===== config.mk =====
export PLATFORM = sky130hd
export DESIGN_NAME = calc_sequencer
export DESIGN_NICKNAME = d
export VERILOG_FILES = /design/src/rtl/calc_pkg.sv /design/src/rtl/calc_sequencer.sv
export SDC_FILE = /design/constraint.sdc
export NUM_CORES = 1
export LEC_CHECK = 0
export ABC_AREA = 1
export ABC_CLOCK_PERIOD_IN_PS = 6000
export BUFFER_PORTS_ARGS = -buffer_cell sky130_fd_sc_hd__buf_2
export CAP_MARGIN = 40
export CORE_AREA = 2 2 152 124
export DETAILED_ROUTE_END_ITERATION = 8
export DIE_AREA = 0 0 154 126
export HOLD_SLACK_MARGIN = 0.02
export SYNTH_ARGS = -nofsm -noshare
export SYNTH_HDL_FRONTEND = slang
export SYNTH_SLANG_ARGS = --single-unit

===== constraint.sdc =====
create_clock -name Clock -period 6 [get_ports Clock]
set_clock_uncertainty 0.1 [all_clocks]
set_input_delay 0.3 -clock Clock [delete_from_list [all_inputs] [get_ports Clock]]
set_output_delay 0.3 -clock Clock [all_outputs]
set_load 0.02 [all_outputs]

===== src/rtl/calc_pkg.sv =====
// rtl/calc_pkg.sv - shared operation encoding, FSM states and operand width for calc_sequencer
package calc_pkg;

   localparam int WIDTH = 8;

   typedef enum logic [1:0] {
      OP_ADD = 2'b00,
      OP_SUB = 2'b01,
      OP_MUL = 2'b10,
      OP_DIV = 2'b11
   } op_t;

   typedef enum logic [2:0] {
      IDLE,
      LOAD,
      ADDSUB,
      MUL,
      DIV,
      DONE
   } state_t;

endpackage


===== src/rtl/calc_sequencer.sv =====
// rtl/calc_sequencer.sv - sequenced 8-bit add/sub plus iterative shift-add multiply and restoring divide
module calc_sequencer
   import calc_pkg::*;
(
   input  logic                 Clock,
   input  logic                 Reset,
   input  logic                 Start,
   input  logic [1:0]           Op,
   input  logic [WIDTH-1:0]     A,
   input  logic [WIDTH-1:0]     B,
   output logic                 Busy,
   output logic                 Done,
   output logic [2*WIDTH-1:0]   Result,
   output logic                 OVR,
   output logic                 NEG,
   output logic                 ZERO
);

   state_t             state_q, state_d;
   op_t                op_q, op_d;
   logic [WIDTH-1:0]   a_q, a_d, b_q, b_d;
   logic [WIDTH-1:0]   sr_q, sr_d;
   logic [2*WIDTH-1:0] acc_q, acc_d;
   logic [2:0]         cnt_q, cnt_d;
   logic [2*WIDTH-1:0] res_q, res_d;
   logic               ovr_q, ovr_d, neg_q, neg_d, zero_q, zero_d;

   logic               start_ok;
   logic [WIDTH-1:0]   b_eff, sum;
   logic [2*WIDTH-1:0] mul_term, mul_sum;
   logic [WIDTH:0]     rem_sh, rem_nx;
   logic               rem_ge;

   always_ff @(posedge Clock or posedge Reset) begin
      if (Reset) begin
         state_q <= IDLE;
         op_q    <= OP_ADD;
         a_q     <= '0;
         b_q     <= '0;
         sr_q    <= '0;
         acc_q   <= '0;
         cnt_q   <= '0;
         res_q   <= '0;
         ovr_q   <= 1'b0;
         neg_q   <= 1'b0;
         zero_q  <= 1'b0;
      end else begin
         state_q <= state_d;
         op_q    <= op_d;
         a_q     <= a_d;
         b_q     <= b_d;
         sr_q    <= sr_d;
         acc_q   <= acc_d;
         cnt_q   <= cnt_d;
         res_q   <= res_d;
         ovr_q   <= ovr_d;
         neg_q   <= neg_d;
         zero_q  <= zero_d;
      end
   end

   always_comb begin
      state_d  = state_q;
      op_d     = op_q;
      a_d      = a_q;
      b_d      = b_q;
      sr_d     = sr_q;
      acc_d    = acc_q;
      cnt_d    = cnt_q;
      res_d    = res_q;
      ovr_d    = ovr_q;
      neg_d    = neg_q;
      zero_d   = zero_q;

      start_ok = Start && (state_q == IDLE || state_q == DONE);
      b_eff    = (op_q == OP_SUB) ? (~b_q + 8'd1) : b_q;
      sum      = a_q + b_eff;
      // Multiplier bits are consumed LSB first, so the multiplicand is weighted by the iteration count.
      mul_term = sr_q[0] ? ({8'h00, a_q} << cnt_q) : 16'h0000;
      mul_sum  = acc_q + mul_term;
      rem_sh   = {acc_q[WIDTH-1:0], sr_q[WIDTH-1]};
      rem_ge   = rem_sh >= {1'b0, b_q};
      rem_nx   = rem_ge ? (rem_sh - {1'b0, b_q}) : rem_sh;

      case (state_q)
         LOAD: begin
            cnt_d = '0;
            acc_d = '0;
            sr_d  = (op_q == OP_DIV) ? a_q : b_q;
            case (op_q)
               OP_ADD, OP_SUB: state_d = ADDSUB;
               OP_MUL:         state_d = MUL;
               default: begin
                  if (b_q == '0) begin
                     state_d = DONE;
                     res_d   = '0;
                     ovr_d   = 1'b1;
                     neg_d   = 1'b0;
                     zero_d  = 1'b1;
                  end else begin
                     state_d = DIV;
                  end
               end
            endcase
         end
         ADDSUB: begin
            state_d = DONE;
            res_d   = {{WIDTH{sum[WIDTH-1]}}, sum};
            ovr_d   = (a_q[WIDTH-1] == b_eff[WIDTH-1]) && (sum[WIDTH-1] != a_q[WIDTH-1]);
            neg_d   = sum[WIDTH-1];
            zero_d  = (sum == '0);
         end
         MUL: begin
            acc_d = mul_sum;
            sr_d  = sr_q >> 1;
            cnt_d = cnt_q + 3'd1;
            if (cnt_q == 3'd7) begin
               state_d = DONE;
               res_d   = mul_sum;
               ovr_d   = 1'b0;
               neg_d   = 1'b0;
               zero_d  = (mul_sum == '0);
            end
         end
         DIV: begin
            acc_d = {7'b0, rem_nx};
            sr_d  = {sr_q[WIDTH-2:0], rem_ge};
            cnt_d = cnt_q + 3'd1;
            if (cnt_q == 3'd7) begin
               state_d = DONE;
               res_d   = {rem_nx[WIDTH-1:0], sr_q[WIDTH-2:0], rem_ge};
               ovr_d   = 1'b0;
               neg_d   = 1'b0;
               zero_d  = ({rem_nx[WIDTH-1:0], sr_q[WIDTH-2:0], rem_ge} == '0);
            end
         end
         DONE:    state_d = IDLE;
         default: state_d = IDLE;
      endcase

      if (start_ok) begin
         state_d = LOAD;
         op_d    = op_t'(Op);
         a_d     = A;
         b_d     = B;
      end
   end

   assign Busy   = (state_q == LOAD) || (state_q == ADDSUB) || (state_q == MUL) || (state_q == DIV);
   assign Done   = (state_q == DONE);
   assign Result = res_q;
   assign OVR    = ovr_q;
   assign NEG    = neg_q;
   assign ZERO   = zero_q;

endmodule


==> metrics.md <==
| Metric | Value |
|---|---|
| Total global-route track usage | `18.0%` |
| Via total after detailed routing | `5346` |
| Pwr dens | `647 nW/µm²` |
| CP Launch Type | `flop` |
| Relative slew margins | `57.1%` |
| Synth warn | `0` |
| Initial antenna violation count | `0` |
| Avg Cell Area, Syn | `6.70 µm²` |
| Post-Place Cells | `1047` |
| Cell Rows | `44` |
| Post-DP HPWL | `13200 µm` |
| Net count, final | `886` |
| Routed WL per cell | `15.7 µm` |
| Num CTS Buffers | `9` |
| Critical path type | `reg -> reg` |
| Drt via density | `5.02` |
| Share of layout cells above drive strength 1 | `10.9%` |
| Unrepaired setup endpoints after global routing | `no` |
| Outcome | `complete, no violations` |
| Net Count, Synth | `847` |
| Leakage | `0.00329 µW` |
| Peak Freq | `308 MHz` |
| Die X | `154 µm` |
| Synth cell types | `43` |
| Largest net degree at the start of global routing | `38` |
| DR pass1 iterations | `5` |
| Actual slew at the worst max-slew pin | `640 ps` |
| Routability cong. | `0.920` |
| Clock Sinks | `67` |
| Worst-Skew Late Latency | `350 ps` |
| Initial core utilization | `29.6%` |
| CTS tree | `done` |
| #FFs+latches synth | `67` |
| Htree depth | `3` |
| Setup repair bufs after CTS | `0` |
| Core Area | `17900 µm²` |
| Min-Delay Path Class | `in -> reg` |
| Final Setup Violations | `0` |
| Slew Viols, Final | `0` |
| Vias in the first global route | `5082` |
| Area growth, synth to finish | `15.1%` |
| 1st-iter DRT viols | `434` |
| Fin Setup TNS | `0 ps` |
| Final non-filler cell total | `1064` |
| Floorplan die height | `126 µm` |
| Clock Path Buffers | `2` |
| Highest ir drop seen on vdd | `0.423 mV` |
| DR DRC count | `0` |
| Final hold vios | `0` |
| Final worst path period need | `3250 ps` |
| CTS Root Cell | `clkbuf_16` |
| Largest fanout on the critical path | `15` |
| Max-Cap Viols | `0` |
| WL final | `16700 µm` |
| Worst endpoint required time | `6170 ps` |
| Worst setup EP type | `flop` |
| Io pins | `42` |
| Total gr overflow | `0` |
| Antenna diodes | `0` |
| Die footprint | `19400 µm²` |
| First-pass GRT wire length | `27200 µm` |
| Sequential element share of the synthesized area | `31.7%` |
| Mapped Area | `5290 µm²` |
| Synth Instances | `790` |
| Clock transition at path regs | `70 ps` |
| IO Port Bufs | `41` |
| Tcrit/Tclk final | `54.1%` |
| Antenna viol nets, final | `0` |
| WP data arrival | `3420 ps` |
-- cells in the mapped netlist, drive strengths merged --
| cell type | instances | area share, % |
|---|---|---|
| a2bb2oi | 1 | 0.17 |
| o21ai | 36 | 3.5 |
| xnor2 | 4 | 0.66 |
| o211ai | 8 | 1.1 |
| or2 | 9 | 1.1 |
| nand3 | 75 | 7.4 |
| and2 | 1 | 0.12 |
| o22ai | 8 | 0.95 |
| a22oi | 1 | 0.14 |
| buf | 6 | 0.71 |
| a211oi | 1 | 0.14 |
| xor2 | 11 | 1.8 |
| nor2 | 71 | 5.2 |
| a41oi | 2 | 0.33 |
| nand3b | 9 | 1.3 |
| inv | 84 | 6.0 |
| ha | 33 | 7.8 |
| nand2 | 277 | 20 |
| a21oi | 39 | 3.7 |
| o21bai | 1 | 0.14 |
| nor3 | 9 | 0.95 |
| clkbuf | 12 | 0.85 |
| mux2 | 6 | 1.3 |
| dfrtp | 67 | 32 |
| fa | 3 | 1.1 |
| nand4 | 7 | 0.83 |
| a21o | 1 | 0.14 |
| a31oi | 4 | 0.47 |
| clkinv | 2 | 0.14 |
| mux2i | 2 | 0.38 |
-- critical path, cell delays in order, from the launching register on --
cell and delay (ps):
dfrtp_1 640, o21ai_0 260, o21ai_0 440, nor2_1 130
ha_1 410, nand2_1 120, nor3_1 210, and2_1 160
nand2_1 110, nand2_1 80, nand2_1 70, nand2_1 70
nand2_1 60, nor2_1 90, nand3_1 70, a21oi_1 140
-- placed cells by master (no fill, tap or decap), types with 3 or more instances in the layout --
cell       synthesis  layout
nand2_1          274     274
inv_1             80      79
nand3_1           72      72
nor2_1            69      69
dfrtp_1           67      67
buf_2              3      41
a21oi_1           39      39
ha_1              33      33
o21ai_0           31      31
xor2_1            11      11
nand3b_1           9       9
clkbuf_16          0       9
o211ai_1           8       8
or2_2              8       8
nor3_1             8       8
o22ai_1            8       8
nand4_1            7       7
mux2_2             6       6
inv_2              4       5
xnor2_1            4       4
a31oi_1            4       4
nand3_2            3       3
o21ai_1            3       3
fa_1               3       3
buf_4              1       3
-- report_power, final --
group / switching [µW] / internal [µW] / total, µW
logic: 1680 / 846 / 2530
clock network: 223 / 388 / 611
registers: 183 / 622 / 805
total: 2090 / 1860 / 3940
-- registers in the layout (all words and copies together) (netlist names) --
name,count
state_q,3
acc_q,16
NEG,1
OVR,1
cnt_q,3
op_q,2
b_q,8
Result,16
a_q,8
sr_q,8
ZERO,1
-- routing by layer --
layer  up-vias  wire, µm  track usage, %
met1      2464      8160            26.0
met4         0       503            7.59
li1       2656         -               -
met5         -         0               0
met3        40      1270            3.96
met2       186      6720            25.9
-- logic make-up after synthesis --
| group | Yosys count | synth area share [%] |
|---|---|---|
| AND/OR/NAND/NOR | 458 | 36.7 |
| buffers and inverters | 104 | 7.66 |
| AO/OA/AOI/OAI | 102 | 10.9 |
| flip-flops | 67 | 31.7 |
| adder cells (fa/ha/maj) | 36 | 8.94 |
| XOR/XNOR | 15 | 2.48 |
| multiplexers | 8 | 1.66 |
-- per-stage QoR --
step                      hold WS [ps]  setup slack, ps  utilization (%)  power (µW)  cell area, µm²
final                             81.0             2750             34.0        3940            6090
after detailed placement           323             2860             32.1        3280            5740
after global placement             354             2870             32.0        3290            5720
after floorplan                    350             3220                -        2660            5290
after CTS                         71.1             2860             34.0        3910            6090
after global routing              88.1             2390             34.0        4340            6090
-- layout make-up --
| type | instances | area (µm²) |
|---|---|---|
| Multi-Input combinational cell | 619 | 3210 |
| Timing Repair Buffer | 46 | 258 |
| Tap cell | 230 | 288 |
| Fill cell | 1949 | 11800 |
| Clock inverter | 5 | 83.8 |
| Clock buffer | 11 | 253 |
| Sequential cell | 67 | 1680 |
| Inverter | 86 | 323 |
-- timing repair --
action | in CTS | in global routing
hold buffers | 1 | 0
gates resized for setup | 0 | 0
hold endpoints to repair | 30 | 0
-- worst paths after layout --
path,slack (ps),depth (start not counted),end,startpoint
min reg2reg,370,2,Result[4],Result[4]
max reg2reg,2750,15,ZERO,cnt_q[0]
max,2750,15,ZERO,cnt_q[0]
min in group asynchronous,490,4,b_q[4],Reset
max in group asynchronous,4760,5,acc_q[11],Reset
min,80,2,a_q[3],A[3]
No activity file was read; power rests on OpenSTA's default activity.
